### config.mk
export PLATFORM = sky130hd
export DESIGN_NAME = jogador_automatico_flat
export DESIGN_NICKNAME = d
export VERILOG_FILES = /design/src/rtl/jogador_automatico_if.sv /design/src/rtl/jogador_automatico.sv /design/src/flat_wrapper.sv
export SDC_FILE = /design/constraint.sdc
export NUM_CORES = 1
export LEC_CHECK = 0
export BUFFER_PORTS_ARGS = -buffer_cell sky130_fd_sc_hd__buf_4
export CORE_MARGIN = 2
export CORE_UTILIZATION = 40
export CTS_BUF_LIST = sky130_fd_sc_hd__clkbuf_8
export DETAILED_ROUTE_END_ITERATION = 6
export GPL_TIMING_DRIVEN = 0
export PLACE_DENSITY = 0.62
export SYNTH_ARGS = -nofsm -noshare
export SYNTH_HDL_FRONTEND = slang
export SYNTH_SLANG_ARGS = --single-unit
### constraint.sdc
create_clock -name clock -period 3.1 [get_ports clock]
set_input_delay 0.155 -clock clock [delete_from_list [all_inputs] [get_ports clock]]
set_output_delay 0.155 -clock clock [all_outputs]
set_load 0.02 [all_outputs]
### src/rtl/jogador_automatico_if.sv
// Player-side bus of the memory game: game outputs seen by the automatic
// player, the button drive back to the game circuit, and player status.
interface jogador_automatico_if #(
  parameter int VALOR_W = 4
);
  logic               habilitar;
  logic               modo2;
  logic [VALOR_W-1:0] leds;
  logic               vez_jogador;
  logic               ganhou;
  logic               perdeu;
  logic [VALOR_W-1:0] proximo_valor;
  logic [VALOR_W-1:0] botoes;
  logic               ocupado;
  logic [4:0]         jogadas;
  logic               erro_captura;
  logic               estouro;
  logic [3:0]         db_estado;

  modport master (
    input  habilitar, modo2, leds, vez_jogador, ganhou, perdeu, proximo_valor,
    output botoes, ocupado, jogadas, erro_captura, estouro, db_estado
  );

  modport slave (
    output habilitar, modo2, leds, vez_jogador, ganhou, perdeu, proximo_valor,
    input  botoes, ocupado, jogadas, erro_captura, estouro, db_estado
  );
endinterface

### src/rtl/jogador_automatico.sv
// Automatic memory-game player: records the leds presentation and replays it on botoes.
// Define JOGADOR_INJETA_ERRO_EN to add erro_en/erro_idx, which rotate one replayed press.
module jogador_automatico #(
  parameter int PRESS_CYCLES = 3,
  parameter int GAP_CYCLES   = 2503,
  parameter int MAX_JOGADAS  = 16,
  parameter int VALOR_W      = 4
) (
  input  logic clock,
  input  logic reset,
`ifdef JOGADOR_INJETA_ERRO_EN
  input  logic       erro_en,
  input  logic [4:0] erro_idx,
`endif
  jogador_automatico_if.master bus
);

  localparam int AW = (MAX_JOGADAS > 1) ? $clog2(MAX_JOGADAS) : 1;
  localparam int CW = $clog2((GAP_CYCLES > PRESS_CYCLES) ? GAP_CYCLES : PRESS_CYCLES) + 1;
  localparam logic [CW-1:0] PRESS_LAST = CW'(PRESS_CYCLES - 1);
  localparam logic [CW-1:0] GAP_LAST   = CW'(GAP_CYCLES - 1);
  localparam logic [4:0]    MAX_J      = 5'(MAX_JOGADAS);

  typedef enum logic [3:0] {
    OCIOSO     = 4'd0,
    OBSERVA    = 4'd1,
    ESPERA_VEZ = 4'd2,
    PRESSIONA  = 4'd3,
    INTERVALO  = 4'd4,
    GRAVA      = 4'd5,
    FIM        = 4'd6
  } estado_t;

  estado_t            estado, estado_n;
  logic [VALOR_W-1:0] botoes_q, botoes_n;
  logic [CW-1:0]      cnt, cnt_n;
  logic [4:0]         wr_ptr, wr_n;
  logic [4:0]         rd_ptr, rd_n;
  logic [4:0]         jogadas_q, jogadas_n;
  logic               erro_q, erro_n;
  logic               estouro_q, estouro_n;
  logic               modo2_q, modo2_n;
  logic               grava_gap, grava_gap_n;
  logic               aguarda_vez, aguarda_n;
  logic [VALOR_W-1:0] leds_q;
  logic               leds_ativo;
  logic               vez_q, vez_qq;

  logic [VALOR_W-1:0] mem [MAX_JOGADAS];
  logic               mem_we;
  logic [AW-1:0]      mem_addr;
  logic [VALOR_W-1:0] mem_din;

  logic [4:0]         press_idx;
  logic [VALOR_W-1:0] press_val;
  logic               captura, vez_sobe, vez_desce, aborta;

  // leds and vez_jogador come from the far end of the game, so edges are taken on registered copies
  assign captura   = (|leds_q) && !leds_ativo;
  assign vez_sobe  = vez_q && !vez_qq;
  assign vez_desce = !vez_q && vez_qq;

  always_comb begin
    press_idx = (estado == ESPERA_VEZ) ? 5'd0 : rd_ptr;
    press_val = mem[press_idx[AW-1:0]];
`ifdef JOGADOR_INJETA_ERRO_EN
    if (erro_en && (press_idx == erro_idx)) begin
      press_val = {press_val[0], press_val[VALOR_W-1:1]};
    end
`endif
  end

  always_ff @(posedge clock or negedge reset) begin
    if (!reset) begin
      estado      <= OCIOSO;
      botoes_q    <= '0;
      cnt         <= '0;
      wr_ptr      <= '0;
      rd_ptr      <= '0;
      jogadas_q   <= '0;
      erro_q      <= 1'b0;
      estouro_q   <= 1'b0;
      modo2_q     <= 1'b0;
      grava_gap   <= 1'b0;
      aguarda_vez <= 1'b0;
      leds_q      <= '0;
      leds_ativo  <= 1'b0;
      vez_q       <= 1'b0;
      vez_qq      <= 1'b0;
    end else begin
      estado      <= estado_n;
      botoes_q    <= botoes_n;
      cnt         <= cnt_n;
      wr_ptr      <= wr_n;
      rd_ptr      <= rd_n;
      jogadas_q   <= jogadas_n;
      erro_q      <= erro_n;
      estouro_q   <= estouro_n;
      modo2_q     <= modo2_n;
      grava_gap   <= grava_gap_n;
      aguarda_vez <= aguarda_n;
      leds_q      <= bus.leds;
      leds_ativo  <= |leds_q;
      vez_q       <= bus.vez_jogador;
      vez_qq      <= vez_q;
    end
  end

  always_ff @(posedge clock) begin
    if (mem_we) begin
      mem[mem_addr] <= mem_din;
    end
  end

  always_comb begin
    estado_n    = estado;
    botoes_n    = '0;
    cnt_n       = cnt;
    wr_n        = wr_ptr;
    rd_n        = rd_ptr;
    jogadas_n   = jogadas_q;
    erro_n      = erro_q;
    estouro_n   = estouro_q;
    modo2_n     = modo2_q;
    grava_gap_n = grava_gap;
    aguarda_n   = aguarda_vez;
    mem_we      = 1'b0;
    mem_addr    = wr_ptr[AW-1:0];
    mem_din     = leds_q;
    aborta      = 1'b0;

    case (estado)
      OCIOSO: begin
        if (bus.habilitar) begin
          estado_n  = OBSERVA;
          erro_n    = 1'b0;
          estouro_n = 1'b0;
          modo2_n   = bus.modo2;
          wr_n      = '0;
          rd_n      = '0;
          jogadas_n = '0;
        end
      end

      OBSERVA: begin
        if (captura) begin
          if (wr_ptr == MAX_J) begin
            estouro_n = 1'b1;
          end else begin
            mem_we    = 1'b1;
            wr_n      = wr_ptr + 5'd1;
            jogadas_n = wr_ptr + 5'd1;
            if (!$onehot(leds_q)) begin
              erro_n = 1'b1;
            end
          end
        end
        if (vez_sobe) begin
          if (jogadas_q == 5'd0) begin
            erro_n   = 1'b1;
            estado_n = FIM;
          end else begin
            estado_n  = ESPERA_VEZ;
            aguarda_n = 1'b0;
          end
        end
      end

      // After a GRAVA round the player must see a fresh turn before replaying
      ESPERA_VEZ: begin
        if (aguarda_vez) begin
          if (vez_sobe) begin
            aguarda_n = 1'b0;
          end
        end else begin
          estado_n = PRESSIONA;
          rd_n     = '0;
          cnt_n    = '0;
          botoes_n = press_val;
        end
      end

      PRESSIONA: begin
        if (cnt == PRESS_LAST) begin
          estado_n = INTERVALO;
          cnt_n    = '0;
          rd_n     = rd_ptr + 5'd1;
        end else begin
          cnt_n    = cnt + 1'b1;
          botoes_n = botoes_q;
        end
      end

      INTERVALO: begin
        if (cnt == GAP_LAST) begin
          cnt_n = '0;
          if (rd_ptr < jogadas_q) begin
            estado_n = PRESSIONA;
            botoes_n = press_val;
          end else if (modo2_q) begin
            if (jogadas_q == MAX_J) begin
              estouro_n = 1'b1;
              estado_n  = ESPERA_VEZ;
              aguarda_n = 1'b1;
            end else begin
              mem_we      = 1'b1;
              mem_addr    = jogadas_q[AW-1:0];
              mem_din     = bus.proximo_valor;
              jogadas_n   = jogadas_q + 5'd1;
              botoes_n    = bus.proximo_valor;
              estado_n    = GRAVA;
              grava_gap_n = 1'b0;
            end
          end else begin
            estado_n = OBSERVA;
            wr_n     = '0;
          end
        end else begin
          cnt_n = cnt + 1'b1;
        end
      end

      GRAVA: begin
        if (!grava_gap) begin
          if (cnt == PRESS_LAST) begin
            cnt_n       = '0;
            grava_gap_n = 1'b1;
          end else begin
            cnt_n    = cnt + 1'b1;
            botoes_n = botoes_q;
          end
        end else if (cnt == GAP_LAST) begin
          cnt_n     = '0;
          estado_n  = ESPERA_VEZ;
          aguarda_n = 1'b1;
        end else begin
          cnt_n = cnt + 1'b1;
        end
      end

      FIM: begin
        if (!bus.habilitar) begin
          estado_n = OCIOSO;
        end
      end

      default: estado_n = OCIOSO;
    endcase

    // Aborts, lowest priority first so the later assignment wins
    if (estado != OCIOSO) begin
      if (vez_desce && ((estado == PRESSIONA) || (estado == INTERVALO))) begin
        estado_n = FIM;
        aborta   = 1'b1;
      end
      if (bus.ganhou || bus.perdeu) begin
        estado_n = FIM;
        aborta   = 1'b1;
      end
      if (!bus.habilitar) begin
        estado_n = OCIOSO;
        aborta   = 1'b1;
      end
    end

    if (aborta) begin
      botoes_n  = '0;
      mem_we    = 1'b0;
      jogadas_n = jogadas_q;
      wr_n      = wr_ptr;
    end
  end

  assign bus.botoes       = botoes_q;
  assign bus.ocupado      = (estado != OCIOSO) && (estado != FIM);
  assign bus.jogadas      = jogadas_q;
  assign bus.erro_captura = erro_q;
  assign bus.estouro      = estouro_q;
  assign bus.db_estado    = estado;

endmodule
### src/flat_wrapper.sv
// flat-port wrapper written by rule: the top's interface ports become plain ports
module jogador_automatico_flat 
#(
  parameter int PRESS_CYCLES = 3,
  parameter int GAP_CYCLES   = 2503,
  parameter int MAX_JOGADAS  = 16,
  parameter int VALOR_W      = 4
)
  (clock, reset, bus_habilitar, bus_modo2, bus_leds, bus_vez_jogador, bus_ganhou, bus_perdeu, bus_proximo_valor, bus_botoes, bus_ocupado, bus_jogadas, bus_erro_captura, bus_estouro, bus_db_estado);
  jogador_automatico_if #(.VALOR_W(VALOR_W)) bus_i ();
  input  logic clock;
  input  logic reset;
  input wire logic [$bits(bus_i.habilitar)-1:0] bus_habilitar;
  input wire logic [$bits(bus_i.modo2)-1:0] bus_modo2;
  input wire logic [$bits(bus_i.leds)-1:0] bus_leds;
  input wire logic [$bits(bus_i.vez_jogador)-1:0] bus_vez_jogador;
  input wire logic [$bits(bus_i.ganhou)-1:0] bus_ganhou;
  input wire logic [$bits(bus_i.perdeu)-1:0] bus_perdeu;
  input wire logic [$bits(bus_i.proximo_valor)-1:0] bus_proximo_valor;
  output wire logic [$bits(bus_i.botoes)-1:0] bus_botoes;
  output wire logic [$bits(bus_i.ocupado)-1:0] bus_ocupado;
  output wire logic [$bits(bus_i.jogadas)-1:0] bus_jogadas;
  output wire logic [$bits(bus_i.erro_captura)-1:0] bus_erro_captura;
  output wire logic [$bits(bus_i.estouro)-1:0] bus_estouro;
  output wire logic [$bits(bus_i.db_estado)-1:0] bus_db_estado;
  assign bus_i.habilitar = bus_habilitar;
  assign bus_i.modo2 = bus_modo2;
  assign bus_i.leds = bus_leds;
  assign bus_i.vez_jogador = bus_vez_jogador;
  assign bus_i.ganhou = bus_ganhou;
  assign bus_i.perdeu = bus_perdeu;
  assign bus_i.proximo_valor = bus_proximo_valor;
  assign bus_botoes = bus_i.botoes;
  assign bus_ocupado = bus_i.ocupado;
  assign bus_jogadas = bus_i.jogadas;
  assign bus_erro_captura = bus_i.erro_captura;
  assign bus_estouro = bus_i.estouro;
  assign bus_db_estado = bus_i.db_estado;
  jogador_automatico #(.PRESS_CYCLES(PRESS_CYCLES), .GAP_CYCLES(GAP_CYCLES), .MAX_JOGADAS(MAX_JOGADAS), .VALOR_W(VALOR_W)) u_core (.clock(clock), .reset(reset), .bus(bus_i));
endmodule
==> flow_summary.toml, run 1 <==
[status]
status = "complete, no violations"

[cells_and_area]
finalNonFillerCells = 806
antenna_cells = 0
drive_gt1_share_pct = 19.6
fill_cells = 1351
fin_util_pct = 47.5
nNetsFinal = 649
final_cell_mix = "edfxtp_1, nor2_1, dfrtp_1, buf_4, nand2_1"
mostFrequentLayoutCell = "edfxtp_1"
area_growth_syn_to_layout_pct = 16.1

[synth]
synth_cells = 560
ys_types = 72
synth_edf_count = 64
synth_warnings = 0
synth_seq_area_share_pct = 52.5
synthArstFlopShare_pct = 42.9
synth-main-ff-cell = "edfxtp_1"
syn_area_mm2 = 0.00595
ys_ff_latch = 112
syn_nets = 592
syn_area_per_cell_um2 = 10.6

[power_and_ir_drop]
clkPwrFrac_pct = 24.0
power_frac_comb_pct = 24.3
switchingPower_mw = 1.16
irDropWorstVdd_mv = 0.281
leakagePower_nw = 2.53
swShare_pct = 34.1
internal-power_mw = 2.24
p_seq_share_pct = 51.7
powerDensity_mw_per_mm2 = 493

[clock_tree]
cts_sinks = 112
clock_latency_ns = 0.40
cts_buffer_depth = 2
clk_pin_slew_ns = 0.11
htree_num_levels = 3
cts_tree = "done"
numCtsBuffers = 9
cts_root_buf = "clkbuf_8"

[detailed_routing]
drtAntennaViolNets = 0
drc = 0
drt_wl_total_um = 15100
vias = 4700
drtIter0Drc = 650
wl_per_cell_um = 18.7
viasPerCell = 5.83
drtPass1Iterations = 5

[timing]
finalHoldViolations = 0
fin_crit_ns = 3.00
finalSetupViolCount = 0
worst_pin_slew_ns = 1.17
slew_headroom_pct = 21.7
max_freq_ghz = 0.333
setup_ws_ns = 0.0972
whs_ns = 0.0575
post-route-period-util_pct = 96.9
slew_violations = 0
skew_ns = 0.0179

[grt]
grt_pass1_vias = 4630
overflow = 0
grt_pass1_wl_um = 24000
antenna_found_initial = 0
grt_max_degree = 49
grt_use_total_pct = 19.2

[critical_path]
path_buf_inv = 2
critPathLaunchType = "flop"
crit_path_max_fanout = 10
r2r_slack_ns = 0.1
slowest_stage = "or4_4"
cp_cell_sequence = "inv_2 > ha_2 > or4b_4 > or4_4 > buf_4 > o41ai_2 > nand2_2 > nor2_4"
required_ns = 3.21
crit_family = "simple AND/OR/NAND/NOR gates"
worstPathArrival_ns = 3.11
worstSetupEndpointType = "flop"
critPathMaxStageDelay_ns = 0.55
criticalPathCategory = "reg -> reg"

[floorplan]
boundaryPins = 31
dieArea_mm2 = 0.0159
coreArea_mm2 = 0.0145
num_rows = 44
die_h_um = 126
floorplan.initialDensity_pct = 40.9
die_width_um = 126

[place]
dp_hpwl_um = 10800
dp.cells = 778
port_buffers = 30
place.gp.congestion = 0.922
pre_cts_ws_ns = -0.462

[hold_path]
worstHoldPathType = "in -> reg"

[flow_run]
maxCapViolCount = 0
-- timing repair --
action                                  in CTS  in global routing
gates cloned                                 0                  0
hold endpoints to repair                    54                  0
buffers inserted                             5                  2
pin swaps                                   10                  4
hold buffers                                 7                  0
resized for setup                           34                 20
endpoints found under the setup margin     108                112
-- layer usage --
metal / global-route usage (%) / wire length (µm)
met3: 3.48 / 673
met4: 6.33 / 304
met5: 0 / 0
met2: 32.4 / 7480
met1: 25.0 / 6610
-- synthesized netlist by cell type (9+ instances only) --
master / count / area [µm²]
nor2_1: 76 / 285
edfxtp_1: 64 / 1920
dfrtp_1: 48 / 1200
nand2_1: 33 / 124
o21ai_0: 32 / 160
a21oi_1: 28 / 140
clkbuf_1: 24 / 90.1
inv_1: 20 / 75.1
nand3_1: 19 / 95.1
ha_1: 16 / 200
nor3_1: 14 / 70.1
mux2i_1: 13 / 130
a31oi_1: 10 / 62.6
nor4_1: 10 / 62.6
nor2b_1: 9 / 56.3
xnor2_1: 9 / 78.8
-- tightest hold or removal path: cells and delay by family --
kind            cells  cell delay [ns]
buf+inv             1             0.08
compound gates      2             0.18
-- final cells by class --
class	instances	area (µm²)	share of cell area [%]
sequential	112	3130	45.3
multi-input combinational	398	2800	40.6
timing repair buffer	48	378	5.47
tap	184	230	3.33
clock buffer	9	124	1.79
buffer	27	116	1.69
inverter	21	78.8	1.14
clock inverter	7	50.0	0.725
-- power by group through the flow --
stage | sequential [mW] | combinational [mW] | clock, mW
final | 1.76 | 0.829 | 0.818
after global routing | 1.77 | 0.918 | 0.894
after CTS | 1.75 | 0.801 | 0.840
after detailed placement | 1.78 | 0.777 | 0
after global placement | 1.78 | 0.762 | 0
after floorplan | 1.79 | 0.492 | 0
-- cells by family after synthesis --
kind of cell,share of synthesized area [%]
other cells,0.0631
mux,5.03
xor+xnor,1.91
buf+inv,3.28
compound gates,15.4
fa+ha+maj,3.70
flops,52.5
simple gates,18.1
-- through the flow --
stage / area, µm² / power, mW / setup TNS (ns)
after floorplan: 5950 / 2.28 / 0
after global placement: 6400 / 2.54 / -60.60
after detailed placement: 6430 / 2.56 / -19.34
after CTS: 6820 / 3.40 / 0
after global routing: 6900 / 3.58 / -0.0140
final: 6900 / 3.41 / 0
-- registers in the layout, indices dropped and copies added, names as in the netlist, 4 cells and up --
name	flops
u_core.mem	64
u_core.cnt	13
u_core.bus.jogadas	5
u_core.rd_ptr	5
u_core.wr_ptr	5
u_core.bus.botoes	4
u_core.bus.db_estado	4
u_core.leds_q	4
-- worst paths after layout --
kind	end	cells past startpoint	startpoint
worst max-delay path	u_core.mem[13][0]	8	u_core.cnt[0]
worst min-delay path	u_core.bus.botoes[2]	3	bus_proximo_valor[2]
worst max register to register	u_core.mem[13][0]	8	u_core.cnt[0]
worst min register to register	u_core.vez_qq	0	u_core.vez_q
max in group asynchronous	u_core.bus.jogadas[1]	2	reset
min in group asynchronous	u_core.bus.jogadas[2]	2	reset
Power figures use the tool's default switching activity.
==> run 2, diff against run 1 <==
==> constraint.sdc (replaced) <==
create_clock -name clock -period 2.5 [get_ports clock]
set_input_delay 0.125 -clock clock [delete_from_list [all_inputs] [get_ports clock]]
set_output_delay 0.125 -clock clock [all_outputs]
set_load 0.02 [all_outputs]
==> run 2 against run 1 <==
Net effect: the flow now finishes with violations (negative setup slack); sequential cell count stayed put; non-clock buffer count is 29 higher; wire length is 16% higher; clock skew is 0.0039 ns lower; largest power group unchanged.
==> flow_summary.toml, run 2 (same netlist as run 1, synthesis figures left out) <==
[cells_and_area]
fin_util_pct = 54.0
finalNonFillerCells = 839
post-route-cell-area_mm2 = 0.00786
final_cell_mix = "edfxtp_1, buf_4, nor2_1, dfrtp_1, nand2_1"
largest_reg_flops = 64
fill_cells = 1243
nNetsFinal = 682
antenna_cells = 0
top_regs = "u_core.mem: 64 flops, u_core.cnt: 13 flops"
area_growth_syn_to_layout_pct = 32.1
drive_gt1_share_pct = 32.1
mostFrequentLayoutCell = "edfxtp_1"
largest_register = "u_core.mem"

[floorplan]
floorplan.initialDensity_pct = 40.9
die_width_um = 126
boundaryPins = 31
num_rows = 44
dieArea_mm2 = 0.0159
die_h_um = 126
coreArea_mm2 = 0.0145

[critical_path]
required_ns = 2.66
r2r-start = "u_core.cnt[0]"
r2r_slack_ns = -0.27
crit_path_max_fanout = 5
criticalPathCategory = "reg -> reg"
critPathLaunchType = "flop"
worstSetupStartpoint = "u_core.cnt[0]"
worstSetupEndpointType = "flop"
worstPathArrival_ns = 2.94
ff2ff_path_depth = 10
r2r-end = "u_core.mem[5][0]"

[timing]
setup_ws_ns = -0.275
finalSetupViolCount = 132
fin_crit_ns = 2.77
worst_pin_slew_ns = 0.715
slew_headroom_pct = 52.1
whs_ns = 0.0822
skew_ns = 0.0140
max_freq_ghz = 0.360
slew_violations = 0
post-route-period-util_pct = 111
setup_tns_ns = -26.53
grt_setup_unrepaired = "yes"
finalHoldViolations = 0

[clock_tree]
clk_pin_slew_ns = 0.12
cts_sinks = 112
cts_root_buf = "clkbuf_8"
clock_latency_ns = 0.40
numCtsBuffers = 9
cts_buffer_depth = 2
htree_num_levels = 3
cts_tree = "done"

[place]
place.gp.congestion = 0.939
dp.cells = 774
pre_cts_ws_ns = -0.703
port_buffers = 30
dp_hpwl_um = 11100
placed_area_mm2 = 0.00659

[grt]
antenna_found_initial = 0
grt_pass1_wl_um = 27300
grt_pass1_vias = 4901
grt_max_degree = 49
overflow = 0
grt_use_total_pct = 22.4

[detailed_routing]
drtIter0Drc = 491
drtPass1Iterations = 5
drc = 0
wl_per_cell_um = 20.9
viasPerCell = 6.01
drtAntennaViolNets = 0
vias = 5043
drt_wl_total_um = 17500

[power_and_ir_drop]
fin_total_pwr_mw = 4.86
leakagePower_nw = 2.91
irDropWorstVdd_mv = 0.477
powerDensity_mw_per_mm2 = 619

[hold_path]
hold_depth = 3
worstHoldPathType = "in -> reg"
hold_start = "bus_proximo_valor[2]"
whs_endpoint = "u_core.bus.botoes[2]"

[flow_run]
maxCapViolCount = 0

[status]
status = "complete, but fails checks"
violations = "negative setup slack"
## run 2: worst max-delay path, cell delays in order, from the launching register on
cell	delay, ns
dfrtp_1	0.40
inv_2	0.08
ha_4	0.13
or4b_4	0.45
or4_4	0.49
nor3_4	0.20
buf_6	0.17
buf_12	0.14
mux2i_4	0.24
buf_12	0.16
nor2_4	0.06
## run 2: metal layers
metal | share of wire, % | track usage, %
met1 | 42 | 30.9
met2 | 47 | 34.0
met3 | 9.1 | 5.90
met4 | 2.4 | 8.60
met5 | 0 | 0
## run 2: final cells by class
type / count / area (µm²) / share of cell area [%]
clock buffers: 9 / 124 / 1.58
clock inverters: 7 / 95.1 / 1.21
inverters: 21 / 86.3 / 1.10
flip-flops and latches: 112 / 3130 / 39.9
plain buffers: 26 / 161 / 2.05
multi-input cells: 402 / 3330 / 42.4
well taps: 184 / 230 / 2.93
repair buffers: 78 / 701 / 8.92
## run 2: power by group
group / leakage (nW) / total (mW) / switching [mW] / internal, mW
registers: 1.20 / 2.17 / 0.121 / 2.05
logic: 1.60 / 1.47 / 0.847 / 0.627
clock network: 0.111 / 1.22 / 0.721 / 0.496
## run 2: worst max-delay path by stage
stage,cells after the start,slack (ns),to
6_report,10,-0.27,u_core.mem[5][0]
5_1_grt,10,-0.31,u_core.mem[9][0]
4_1_cts,10,-0.23,u_core.mem[5][0]
3_5_place_dp,7,-0.70,u_core.mem[4][2]
3_3_place_gp,8,-0.69,u_core.wr_ptr[0]
2_1_floorplan,7,-0.15,u_core.mem[8][0]
## run 2: repair_timing
action	in CTS	in global routing
gates resized for setup	81	52
cloned	4	0
setup buffers	29	13
pin swaps	28	21
hold endpoints to repair	54	0
hold buffers	7	0
endpoints found under the setup margin	161	155
